$ cat src/rtl/vga_timing_pkg.sv
// Shared types and default 640x480@60 constants for the raster timing generator.
// Optional feature macro: VGA_TIMING_IRQ_EN (vertical-blank interrupt flag).
package vga_timing_pkg;

  typedef enum logic [1:0] {R_ACTIVE, R_FRONT, R_SYNC, R_BACK} region_t;

  localparam int DEF_H_ACTIVE = 640;
  localparam int DEF_H_FRONT  = 16;
  localparam int DEF_H_SYNC   = 96;
  localparam int DEF_H_BACK   = 48;
  localparam int DEF_V_ACTIVE = 480;
  localparam int DEF_V_FRONT  = 10;
  localparam int DEF_V_SYNC   = 2;
  localparam int DEF_V_BACK   = 33;
  localparam int DEF_CW       = 10;

  function automatic int seg_total(input int active, input int front, input int sync,
                                   input int back);
    return active + front + sync + back;
  endfunction

endpackage

$ cat src/rtl/vga_timing_if.sv
// Raster timing bundle between vga_timing (master) and its consumers (slave).
// Optional feature macro: VGA_TIMING_IRQ_EN adds vblank_irq / irq_ack.
interface vga_timing_if #(
  parameter int CW = 10
);
  logic          hsync;
  logic          vsync;
  logic          h_active;
  logic          v_active;
  logic          eol;
  logic          eof;
  logic [CW-1:0] x;
  logic [CW-1:0] y;
`ifdef VGA_TIMING_IRQ_EN
  logic          vblank_irq;
  logic          irq_ack;

  modport master (
    output hsync, vsync, h_active, v_active, eol, eof, x, y, vblank_irq,
    input  irq_ack
  );
  modport slave (
    input  hsync, vsync, h_active, v_active, eol, eof, x, y, vblank_irq,
    output irq_ack
  );
`else
  modport master (
    output hsync, vsync, h_active, v_active, eol, eof, x, y
  );
  modport slave (
    input  hsync, vsync, h_active, v_active, eol, eof, x, y
  );
`endif
endinterface

$ cat src/rtl/vga_axis_counter.sv
// One raster axis: wrapping counter plus ACTIVE/FRONT/SYNC/BACK region tracking.
// Used once for pixels (inc every clock) and once for lines (inc on line wrap).
module vga_axis_counter
  import vga_timing_pkg::*;
#(
  parameter int CW = 10
) (
  input  logic          clk_i,
  input  logic          rst_i,
  input  logic          inc,
  input  logic [CW-1:0] len_active,
  input  logic [CW-1:0] len_front,
  input  logic [CW-1:0] len_sync,
  input  logic [CW-1:0] len_back,
  output logic [CW-1:0] count,
  output region_t       region,
  output logic          wrap
);

  logic [CW-1:0] count_q, count_d;
  region_t       region_q, region_d;

  // Last count of each segment, one bit wider so a total of 2^CW does not overflow.
  logic [CW:0] end_active, end_front, end_sync, end_total, count_x;

  always_comb begin
    end_active = {1'b0, len_active} - 1'b1;
    end_front  = end_active + {1'b0, len_front};
    end_sync   = end_front  + {1'b0, len_sync};
    end_total  = end_sync   + {1'b0, len_back};
    count_x    = {1'b0, count_q};
    wrap       = inc && (count_x == end_total);

    count_d  = count_q;
    region_d = region_q;
    if (inc) begin
      count_d = wrap ? '0 : count_q + 1'b1;
      if (wrap)                         region_d = R_ACTIVE;
      else if (count_x == end_active)   region_d = R_FRONT;
      else if (count_x == end_front)    region_d = R_SYNC;
      else if (count_x == end_sync)     region_d = R_BACK;
    end
  end

  always_ff @(posedge clk_i) begin
    if (!rst_i) begin
      count_q  <= '0;
      region_q <= R_ACTIVE;
    end else begin
      count_q  <= count_d;
      region_q <= region_d;
    end
  end

  assign count  = count_q;
  assign region = region_q;

endmodule

$ cat src/rtl/vga_timing.sv
// Free-running VGA raster timing generator; all outputs registered, one cycle behind the counters.
// Optional feature macro: VGA_TIMING_IRQ_EN builds the sticky vblank_irq flag.
module vga_timing
  import vga_timing_pkg::*;
#(
  parameter int H_ACTIVE = DEF_H_ACTIVE,
  parameter int H_FRONT  = DEF_H_FRONT,
  parameter int H_SYNC   = DEF_H_SYNC,
  parameter int H_BACK   = DEF_H_BACK,
  parameter int V_ACTIVE = DEF_V_ACTIVE,
  parameter int V_FRONT  = DEF_V_FRONT,
  parameter int V_SYNC   = DEF_V_SYNC,
  parameter int V_BACK   = DEF_V_BACK,
  parameter bit HS_POL   = 1'b0,
  parameter bit VS_POL   = 1'b0,
  parameter int CW       = DEF_CW
) (
  input  logic clk_i,
  input  logic rst_i,
  vga_timing_if.master vif
);

  localparam int H_TOTAL = seg_total(H_ACTIVE, H_FRONT, H_SYNC, H_BACK);
  localparam int V_TOTAL = seg_total(V_ACTIVE, V_FRONT, V_SYNC, V_BACK);

  logic [CW-1:0] h_count, v_count;
  region_t       h_region, v_region;
  logic          h_wrap, v_wrap;

  vga_axis_counter #(.CW(CW)) u_h_axis (
    .clk_i      (clk_i),
    .rst_i      (rst_i),
    .inc        (1'b1),
    .len_active (CW'(H_ACTIVE)),
    .len_front  (CW'(H_FRONT)),
    .len_sync   (CW'(H_SYNC)),
    .len_back   (CW'(H_BACK)),
    .count      (h_count),
    .region     (h_region),
    .wrap       (h_wrap)
  );

  vga_axis_counter #(.CW(CW)) u_v_axis (
    .clk_i      (clk_i),
    .rst_i      (rst_i),
    .inc        (h_wrap),
    .len_active (CW'(V_ACTIVE)),
    .len_front  (CW'(V_FRONT)),
    .len_sync   (CW'(V_SYNC)),
    .len_back   (CW'(V_BACK)),
    .count      (v_count),
    .region     (v_region),
    .wrap       (v_wrap)
  );

  logic          hsync_q, hsync_d;
  logic          vsync_q, vsync_d;
  logic          h_active_q, h_active_d;
  logic          v_active_q, v_active_d;
  logic          eol_q, eol_d;
  logic          eof_q, eof_d;
  logic [CW-1:0] x_q, x_d;
  logic [CW-1:0] y_q, y_d;

  always_comb begin
    hsync_d    = (h_region == R_SYNC) ? HS_POL : ~HS_POL;
    vsync_d    = (v_region == R_SYNC) ? VS_POL : ~VS_POL;
    h_active_d = (h_region == R_ACTIVE);
    v_active_d = (v_region == R_ACTIVE);
    eol_d      = (h_count == CW'(H_ACTIVE - 1));
    eof_d      = v_wrap;
    x_d        = h_count;
    y_d        = v_count;
  end

  // Output register stage: decode of the current counters becomes visible next cycle.
  always_ff @(posedge clk_i) begin
    if (!rst_i) begin
      hsync_q    <= ~HS_POL;
      vsync_q    <= ~VS_POL;
      h_active_q <= 1'b0;
      v_active_q <= 1'b0;
      eol_q      <= 1'b0;
      eof_q      <= 1'b0;
      x_q        <= '0;
      y_q        <= '0;
    end else begin
      hsync_q    <= hsync_d;
      vsync_q    <= vsync_d;
      h_active_q <= h_active_d;
      v_active_q <= v_active_d;
      eol_q      <= eol_d;
      eof_q      <= eof_d;
      x_q        <= x_d;
      y_q        <= y_d;
    end
  end

  assign vif.hsync    = hsync_q;
  assign vif.vsync    = vsync_q;
  assign vif.h_active = h_active_q;
  assign vif.v_active = v_active_q;
  assign vif.eol      = eol_q;
  assign vif.eof      = eof_q;
  assign vif.x        = x_q;
  assign vif.y        = y_q;

`ifdef VGA_TIMING_IRQ_EN
  logic irq_set;
  logic vblank_irq_q, vblank_irq_d;

  // Set on the first pixel of the first line after the visible area; set beats ack.
  always_comb begin
    irq_set      = (h_count == '0) && (v_count == CW'(V_ACTIVE));
    vblank_irq_d = irq_set | (vblank_irq_q & ~vif.irq_ack);
  end

  always_ff @(posedge clk_i) begin
    if (!rst_i) vblank_irq_q <= 1'b0;
    else        vblank_irq_q <= vblank_irq_d;
  end

  assign vif.vblank_irq = vblank_irq_q;
`endif

endmodule

$ cat src/flat_wrapper.sv
// flat-port wrapper written by rule: the top's interface ports become plain ports
module vga_timing_flat import vga_timing_pkg::*;
#(
  parameter int H_ACTIVE = DEF_H_ACTIVE,
  parameter int H_FRONT  = DEF_H_FRONT,
  parameter int H_SYNC   = DEF_H_SYNC,
  parameter int H_BACK   = DEF_H_BACK,
  parameter int V_ACTIVE = DEF_V_ACTIVE,
  parameter int V_FRONT  = DEF_V_FRONT,
  parameter int V_SYNC   = DEF_V_SYNC,
  parameter int V_BACK   = DEF_V_BACK,
  parameter bit HS_POL   = 1'b0,
  parameter bit VS_POL   = 1'b0,
  parameter int CW       = DEF_CW
)
  (clk_i, rst_i, vif_hsync, vif_vsync, vif_h_active, vif_v_active, vif_eol, vif_eof, vif_x, vif_y);
  vga_timing_if #(.CW(CW)) vif_i ();
  input  logic clk_i;
  input  logic rst_i;
  output wire logic [$bits(vif_i.hsync)-1:0] vif_hsync;
  output wire logic [$bits(vif_i.vsync)-1:0] vif_vsync;
  output wire logic [$bits(vif_i.h_active)-1:0] vif_h_active;
  output wire logic [$bits(vif_i.v_active)-1:0] vif_v_active;
  output wire logic [$bits(vif_i.eol)-1:0] vif_eol;
  output wire logic [$bits(vif_i.eof)-1:0] vif_eof;
  output wire logic [$bits(vif_i.x)-1:0] vif_x;
  output wire logic [$bits(vif_i.y)-1:0] vif_y;
  assign vif_hsync = vif_i.hsync;
  assign vif_vsync = vif_i.vsync;
  assign vif_h_active = vif_i.h_active;
  assign vif_v_active = vif_i.v_active;
  assign vif_eol = vif_i.eol;
  assign vif_eof = vif_i.eof;
  assign vif_x = vif_i.x;
  assign vif_y = vif_i.y;
  vga_timing #(.H_ACTIVE(H_ACTIVE), .H_FRONT(H_FRONT), .H_SYNC(H_SYNC), .H_BACK(H_BACK), .V_ACTIVE(V_ACTIVE), .V_FRONT(V_FRONT), .V_SYNC(V_SYNC), .V_BACK(V_BACK), .HS_POL(HS_POL), .VS_POL(VS_POL), .CW(CW)) u_core (.clk_i(clk_i), .rst_i(rst_i), .vif(vif_i));
endmodule
$ cat config.mk
export PLATFORM = sky130hd
export DESIGN_NAME = vga_timing_flat
export DESIGN_NICKNAME = d
export VERILOG_FILES = /design/src/rtl/vga_timing_pkg.sv /design/src/rtl/vga_timing_if.sv /design/src/rtl/vga_axis_counter.sv /design/src/rtl/vga_timing.sv /design/src/flat_wrapper.sv
export SDC_FILE = /design/constraint.sdc
export NUM_CORES = 1
export LEC_CHECK = 0
export CORE_UTILIZATION = 47
export DETAILED_ROUTE_END_ITERATION = 8
export GPL_TIMING_DRIVEN = 1
export PLACE_DENSITY = 0.73
export SYNTH_ARGS = -nofsm -noshare
export SYNTH_HDL_FRONTEND = slang
export SYNTH_SLANG_ARGS = --single-unit
$ cat constraint.sdc
create_clock -name clk_i -period 1.9 [get_ports clk_i]
set_clock_uncertainty 0.2 [all_clocks]
set_input_delay 0.38 -clock clk_i [delete_from_list [all_inputs] [get_ports clk_i]]
set_output_delay 0.38 -clock clk_i [all_outputs]
set_load 0.02 [all_outputs]
==> summary.txt, run 1 <==
Clocking
  – CTS buffer count: 5
  – CTS clk-pin slew, worst paths: approximately 0.090 ns
  – CTS H-tree depth: 2
  – Root Buffer: clkbuf_8
  – Cts hold-fix bufs: 0
  – Latest clock arrival within the worst-skew pair: around 0.30 ns
  – Clock buffer depth: 2
  – CTS tree: yes
  – Clock tree sinks: 50

Min path
  – Hold Crit Class: flip-flop to flip-flop

Global routing
  – Number of global-route vias before repair: around 1500
  – Initial antenna violation count: 0
  – First-pass GRT wire length: about 7000 um
  – Grt total ovfl: 0
  – Overall Global Routing Usage: 21.1%
  – Largest net degree at the start of global routing: 17

Floorplan
  – Die W: 65.7 um
  – Initial Util: 50.6%
  – Core area: about 3800 um2
  – Die area: about 4300 um2
  – Row cnt: 22
  – Die H: roughly 66 um
  – Ports: 28

Routing
  – DR vias: between 1500 and 2000
  – TritonRoute pass-1 iters: 4
  – ANT nets after route: 0
  – Routed wire length: about 4300 um
  – DR WL/cell: around 15 um
  – # DRC: 0
  – Post-DR vias/cell: about 5.4
  – Initial DRC Count: about 100

STA
  – Worst setup margin: -0.00729 ns
  – Max-slew headroom: 67.3%
  – RSZ-0062 raised after global routing: true
  – WHS: around 0.24 ns
  – Period Utilization, post-route: 100%
  – # setup viols final: 1
  – Clock period minus worst slack: ~1.9 ns
  – Fmax: ~520 MHz
  – Worst-margin pin slew: 0.487 ns
  – Final Hold Fails: 0
  – Max Slew Vio Count: 0

Synthesis
  – Number of synthesized flops with an enable pin: 0
  – Share of the synthesized area in the top cell type: approximately 52%
  – Synth area leader: dfxtp_1
  – Async SR Flop Fraction: 0%
  – Cells after Synth: about 200
  – Synth Register Bits: 50
  – Yosys Warn Count: 0
  – Synth area leaders: dfxtp_1 (52%), and2_1 (5.2%), xnor2_1 (5.1%), nor2_1 (3.7%), ha_1 (2.6%)
  – Main synth FF type: dfxtp_1
  – Sequential area share after synthesis: 52.5%
  – Syn nets: 201
  – Mapped cell area: about 1900 um2
  – Yosys cell types: 35
  – Syn avg cell area: 9.78 um2

Pwr
  – Max VDD drop: a little under 500 uV
  – Power per cell area: approximately 730 nW/um2
  – Pwr Total: between 0.0015 and 0.002 W
  – Pleak: 0.917 nW

Flow run
  – Max-cap violations: 0

Setup path
  – CP Class: flip-flop to flip-flop
  – CP peak stage delay: slightly below 0.5 ns
  – Peak fanout along the critical path: 5
  – Crit-path cells: nand4bb_4 -> or3_4 -> or4_4 -> a21oi_2
  – CP startpoint kind: flip-flop
  – Worst setup EP type: flip-flop
  – Crit path DAT: a little under 2 ns
  – CP required: between 1.5 and 2 ns
  – Critical path's slowest cell: or4_4

Finish
  – Ratio of cells with drive above 1 in the final layout: between 20 and 25%
  – Diode count: 0
  – Nets: approximately 250
  – Layout area overhead: 36.0%

Status
  – Status: finished with violations
  – Violated checks: negative setup slack

Placement
  – Global placement routability congestion: around 0.89
  – Setup Slack @ Placement: -0.0618 ns
  – Input/output buffers: 27
  – Post-DP HPWL: between 2000 and 3000 um
routing by layer:
layer	GRT usage, %	wire length (um)	vias to the layer above	part of all wire (%)
met5	0	0	-	0
met4	7.88	104	0	2.4
met3	6.08	237	11	5.5
met2	32.1	2040	55	47
met1	27.9	1920	736	45
li1	-	-	780	-
Yosys cell counts, types with 2 or more instances:
library cell and n:
a21oi_1 9, and2_1 16, and3_1 3, buf_2 2, clkbuf_1 6, dfxtp_1 50
ha_1 4, inv_1 7, nand2_1 5, nand2b_1 3, nand3_1 9, nand3b_1 2
nand4_1 4, nor2_1 19, nor3_1 9, nor3b_1 2, nor4_1 4, nor4b_1 3
o211ai_1 2, o31ai_1 4, or3_1 3, or4_1 5, xnor2_1 11, xor2_1 2
final cells by class:
cell class	instances	area, um2
fillers	265	1180
flip-flops and latches	50	1010
multi-input cells	130	925
repair buffers	52	462
clock buffers	5	68.8
well taps	48	60.1
clock inverters	3	43.8
inverters	7	26.3
critical path: cells and delay by family, from the launching register on:
kind | cells | cell delay, ns
simple gates | 3 | 1.14
flops | 1 | 0.33
compound gates | 1 | 0.16
cell families after synthesis:
logic type / after synthesis / share of synthesized area (%)
buf+inv: 16 / 3.67
simple gates: 91 / 28.5
xor+xnor: 13 / 5.97
compound gates: 21 / 6.76
fa+ha+maj: 4 / 2.62
flops: 50 / 52.5
registers in the layout, summed over array words and instances (netlist names):
register and cells:
u_core.u_h_axis.region 2, u_core.vif.vsync 1, u_core.u_v_axis.count 10, u_core.vif.eol 1, u_core.vif.v_active 1, u_core.vif.h_active 1, u_core.u_v_axis.region 2, u_core.vif.x 10
u_core.vif.hsync 1, u_core.u_h_axis.count 10, u_core.vif.eof 1, u_core.vif.y 10
final timing paths:
| check | from | endpoint | slack, ns | depth (start not counted) |
|---|---|---|---|---|
| worst max-delay path | u_core.u_h_axis.count[6] | u_core.u_v_axis.count[9] | -0.007 | 4 |
| worst min-delay path | u_core.u_h_axis.region[1] | u_core.vif.hsync | 0.24 | 1 |
| worst max register to register | u_core.u_h_axis.count[6] | u_core.u_v_axis.count[9] | -0.007 | 4 |
| worst min register to register | u_core.u_h_axis.region[1] | u_core.vif.hsync | 0.24 | 1 |
metrics by stage:
| step | utilization (%) | cells | TNS, ns | area, um2 |
|---|---|---|---|---|
| 4_1_cts | 66.6 | 292 | 0 | 2510 |
| 6_report | 68.8 | 295 | -0.00729 | 2590 |
| 3_3_place_gp | 62.9 | 282 | 0 | 2370 |
| 5_1_grt | 68.8 | 295 | -0.210 | 2590 |
| 2_1_floorplan | - | 195 | -0.566 | 1940 |
| 3_5_place_dp | 62.9 | 282 | -0.138 | 2370 |
report_power, final:
part | internal, W | total (W) | switching [W] | leakage [nW]
clock | 0.000395 | 0.000745 | 0.000351 | 0.0585
combinational | 0.0000330 | 0.0000744 | 0.0000414 | 0.452
sequential | 0.00106 | 0.00107 | 0.00000825 | 0.406
total | 0.00149 | 0.00189 | 0.000400 | 0.917
repair_timing:
action,4_1_cts,5_1_grt
gates resized for setup,2,19
setup buffers,2,1
endpoints found under the hold margin,0,0
cloned,0,2
endpoints found under the setup margin,19,22
pin swaps,1,4
placed cells by master, fill, tap and decap left out, types with 5 or more instances in the layout:
cell / n
a21oi_1: 6
and2_1: 16
nand3_1: 9
buf_4: 24
clkdlybuf4s50_1: 27
nor2_1: 19
xnor2_1: 11
nor3_1: 8
inv_1: 6
dfxtp_1: 46
clkbuf_8: 5
Power figures use the tool's default switching activity.
==> run 2, diff against run 1 <==
--- a/config.mk
+++ b/config.mk
@@ -5,10 +5,12 @@
 export SDC_FILE = /design/constraint.sdc
 export NUM_CORES = 1
 export LEC_CHECK = 0
-export CORE_UTILIZATION = 47
+export CORE_UTILIZATION = 55
 export DETAILED_ROUTE_END_ITERATION = 8
 export GPL_TIMING_DRIVEN = 1
-export PLACE_DENSITY = 0.73
+export PLACE_DENSITY = 0.76
+export SKIP_LAST_GASP = 1
 export SYNTH_ARGS = -nofsm -noshare
 export SYNTH_HDL_FRONTEND = slang
+export SYNTH_HIERARCHICAL = 1
 export SYNTH_SLANG_ARGS = --single-unit
==> summary.txt, run 2 <==
Status
  – Status: finished with violations
  – Violated checks: negative setup slack

Clocking
  – Latest clock arrival within the worst-skew pair: slightly below 0.3 ns
  – CTS H-tree depth: 2
  – Cts hold-fix bufs: 0
  – CTS buffer count: 5
  – CTS tree: yes
  – Clock tree sinks: 50
  – CTS clk-pin slew, worst paths: roughly 0.060 ns
  – Clock buffer depth: 2
  – Root Buffer: clkbuf_16

Floorplan
  – Ports: 28
  – Die area: approximately 12000 um2
  – Die H: 109 um
  – Core area: roughly 11000 um2
  – Die W: about 110 um
  – Row cnt: 38
  – Initial Util: 57.3%

Synthesis
  – Main synth FF type: dfxtp_1
  – Sequential area share after synthesis: 15.8%
  – Synth area leaders: dfxtp_1 (16%), ha_1 (16%), xnor2_1 (12%), xor2_1 (7.5%), nor2_1 (3.9%)
  – Leading cell types by count after synthesis: xnor2_1 (88), ha_1 (80), nor2_1 (66)
  – Yosys Warn Count: 6
  – Most common cell in the netlist: xnor2_1
  – Cells after Synth: 744
  – Number of synthesized flops with an enable pin: 0
  – Syn avg cell area: between 8 and 9 um2
  – Mapped cell area: 6320 um2
  – Async SR Flop Fraction: 0%
  – Share of the synthesized area in the top cell type: around 16%
  – Synth area leader: dfxtp_1
  – Yosys cell types: 81
  – Synth Register Bits: 50

Setup path
  – CP Class: flip-flop to flip-flop
  – CP startpoint kind: flip-flop
  – Crit-path cells: xor2_2 -> xnor2_2 -> nor4_2 -> nand4_1 -> nor3_2 -> nand4_1 -> nor4_2 -> nand4_1 -> a211oi_4 -> buf_6 -> o21a_1 -> nor3_1
  – Critical path's slowest cell: dfxtp_2
  – Worst setup EP type: flip-flop
  – Crit path DAT: approximately 2.7 ns
  – CP peak stage delay: about 0.33 ns
  – CP required: between 1.5 and 2 ns
  – CP dominant cell by count: nand4_1
  – Peak fanout along the critical path: 5

Finish
  – Nets: about 1000
  – Commonest non-fill, non-tap cell in the layout: conb_1
  – Most frequent cells in the layout: conb_1 (160), xnor2_1 (86), ha_1 (80)
  – Layout area overhead: 25.1%
  – Fin cells: roughly 1100
  – Fillers: ~870
  – Diode count: 0
  – Ratio of cells with drive above 1 in the final layout: about an eighth

Pwr
  – Max VDD drop: around 740 uV
  – Pleak: between 3 and 4 nW
  – Power per cell area: around 850 nW/um2

Global routing
  – Initial antenna violation count: 0
  – Largest net degree at the start of global routing: 18
  – First-pass GRT wire length: about 25000 um
  – Number of global-route vias before repair: between 5000 and 6000
  – Grt total ovfl: 0
  – Overall Global Routing Usage: approximately a quarter

STA
  – WHS: around 0.25 ns
  – Clock period minus worst slack: around 2.7 ns
  – Final setup TNS: -13.02 ns
  – Fmax: 367 MHz
  – Final Hold Fails: 0
  – Period Utilization, post-route: 143%
  – Max Slew Vio Count: 0
  – RSZ-0062 raised after global routing: true
  – # setup viols final: 25
  – Worst setup margin: -0.822 ns

Min path
  – Hold Crit Class: flip-flop to flip-flop

Placement
  – Global placement routability congestion: about 0.85
  – Post-Place Cells: between 1000 and 1500
  – Input/output buffers: 27
  – Post-DP HPWL: between 10000 and 15000 um

Routing
  – DR vias: approximately 5700
  – ANT nets after route: 0
  – Initial DRC Count: 307
  – Post-DR vias/cell: 5.21
  – # DRC: 0
  – TritonRoute pass-1 iters: 6
  – Routed wire length: about 15000 um
  – DR WL/cell: 13.8 um

Flow run
  – Max-cap violations: 0
run 2: kinds of logic (layout without fill, tap and decap cells):
| family | after synthesis | after routing | share of synthesized area (%) |
|---|---|---|---|
| adder cells (fa/ha/maj) | 86 | 86 | 17.7 |
| XOR/XNOR | 152 | 152 | 23.0 |
| other | 2 | 160 | 0.119 |
| buffers and inverters | 59 | 114 | 5.14 |
| multiplexers | 6 | 6 | 0.950 |
| flip-flops | 50 | 50 | 15.8 |
| AO/OA/AOI/OAI | 154 | 154 | 16.8 |
| AND/OR/NAND/NOR | 235 | 235 | 20.5 |
run 2: layer usage:
| metal | vias up | wire (um) | GRT usage (%) |
|---|---|---|---|
| met5 | - | 0 | 0 |
| met4 | 0 | 167 | 5.90 |
| met3 | 18 | 601 | 1.67 |
| met2 | 152 | 7200 | 44.9 |
| met1 | 2666 | 7190 | 35.2 |
| li1 | 2880 | - | - |
run 2: repair_timing:
| item | CTS | global route |
|---|---|---|
| pin swaps | 10 | 9 |
| setup buffers | 4 | 2 |
| gates resized for setup | 26 | 13 |
| setup endpoints to repair | 25 | 25 |
run 2: critical path, delay by kind of cell, from the launching register on:
family / cells / cell delay, ns
simple gates: 7 / 1.30
compound gates: 2 / 0.35
flops: 1 / 0.33
xor+xnor: 2 / 0.28
buf+inv: 1 / 0.14
run 2: power breakdown:
part	leakage (nW)	switching, W	internal [W]
clock network	0.0771	0.000372	0.000621
registers	0.407	0.00000524	0.00106
logic	3.04	0.00262	0.00207
total	3.52	0.00299	0.00375
run 2: metrics by stage:
stage | utilization (%) | setup slack (ns) | cell area [um2] | power, W
2_1_floorplan | - | -0.899 | 6980 | 0.00462
3_3_place_gp | 68.1 | -0.848 | 7520 | 0.00485
3_5_place_dp | 68.1 | -0.960 | 7520 | 0.00486
4_1_cts | 70.9 | -0.811 | 7820 | 0.00598
5_1_grt | 71.7 | -0.972 | 7910 | 0.00724
6_report | 71.7 | -0.822 | 7910 | 0.00675
run 2: final timing paths:
check	startpoint	to	slack, ns	cells after the start
hold / removal	u_core/u_v_axis/region[1]	u_core/vif.vsync	0.25	1
setup reg to reg	u_core/u_h_axis/count[5]	u_core/u_v_axis/region[1]	-0.82	12
setup / recovery	u_core/u_h_axis/count[5]	u_core/u_v_axis/region[1]	-0.82	12
hold reg to reg	u_core/u_v_axis/region[1]	u_core/vif.vsync	0.25	1
run 2: area by class of cell:
class | instances | area (um2) | share of cell area (%)
Multi-Input combinational cell | 793 | 5770 | 73.0
Sequential cell | 50 | 1010 | 12.7
Timing Repair Buffer | 76 | 676 | 8.54
Tap cell | 140 | 175 | 2.21
Clock buffer | 6 | 129 | 1.63
Inverter | 30 | 113 | 1.42
Clock inverter | 2 | 37.5 | 0.474
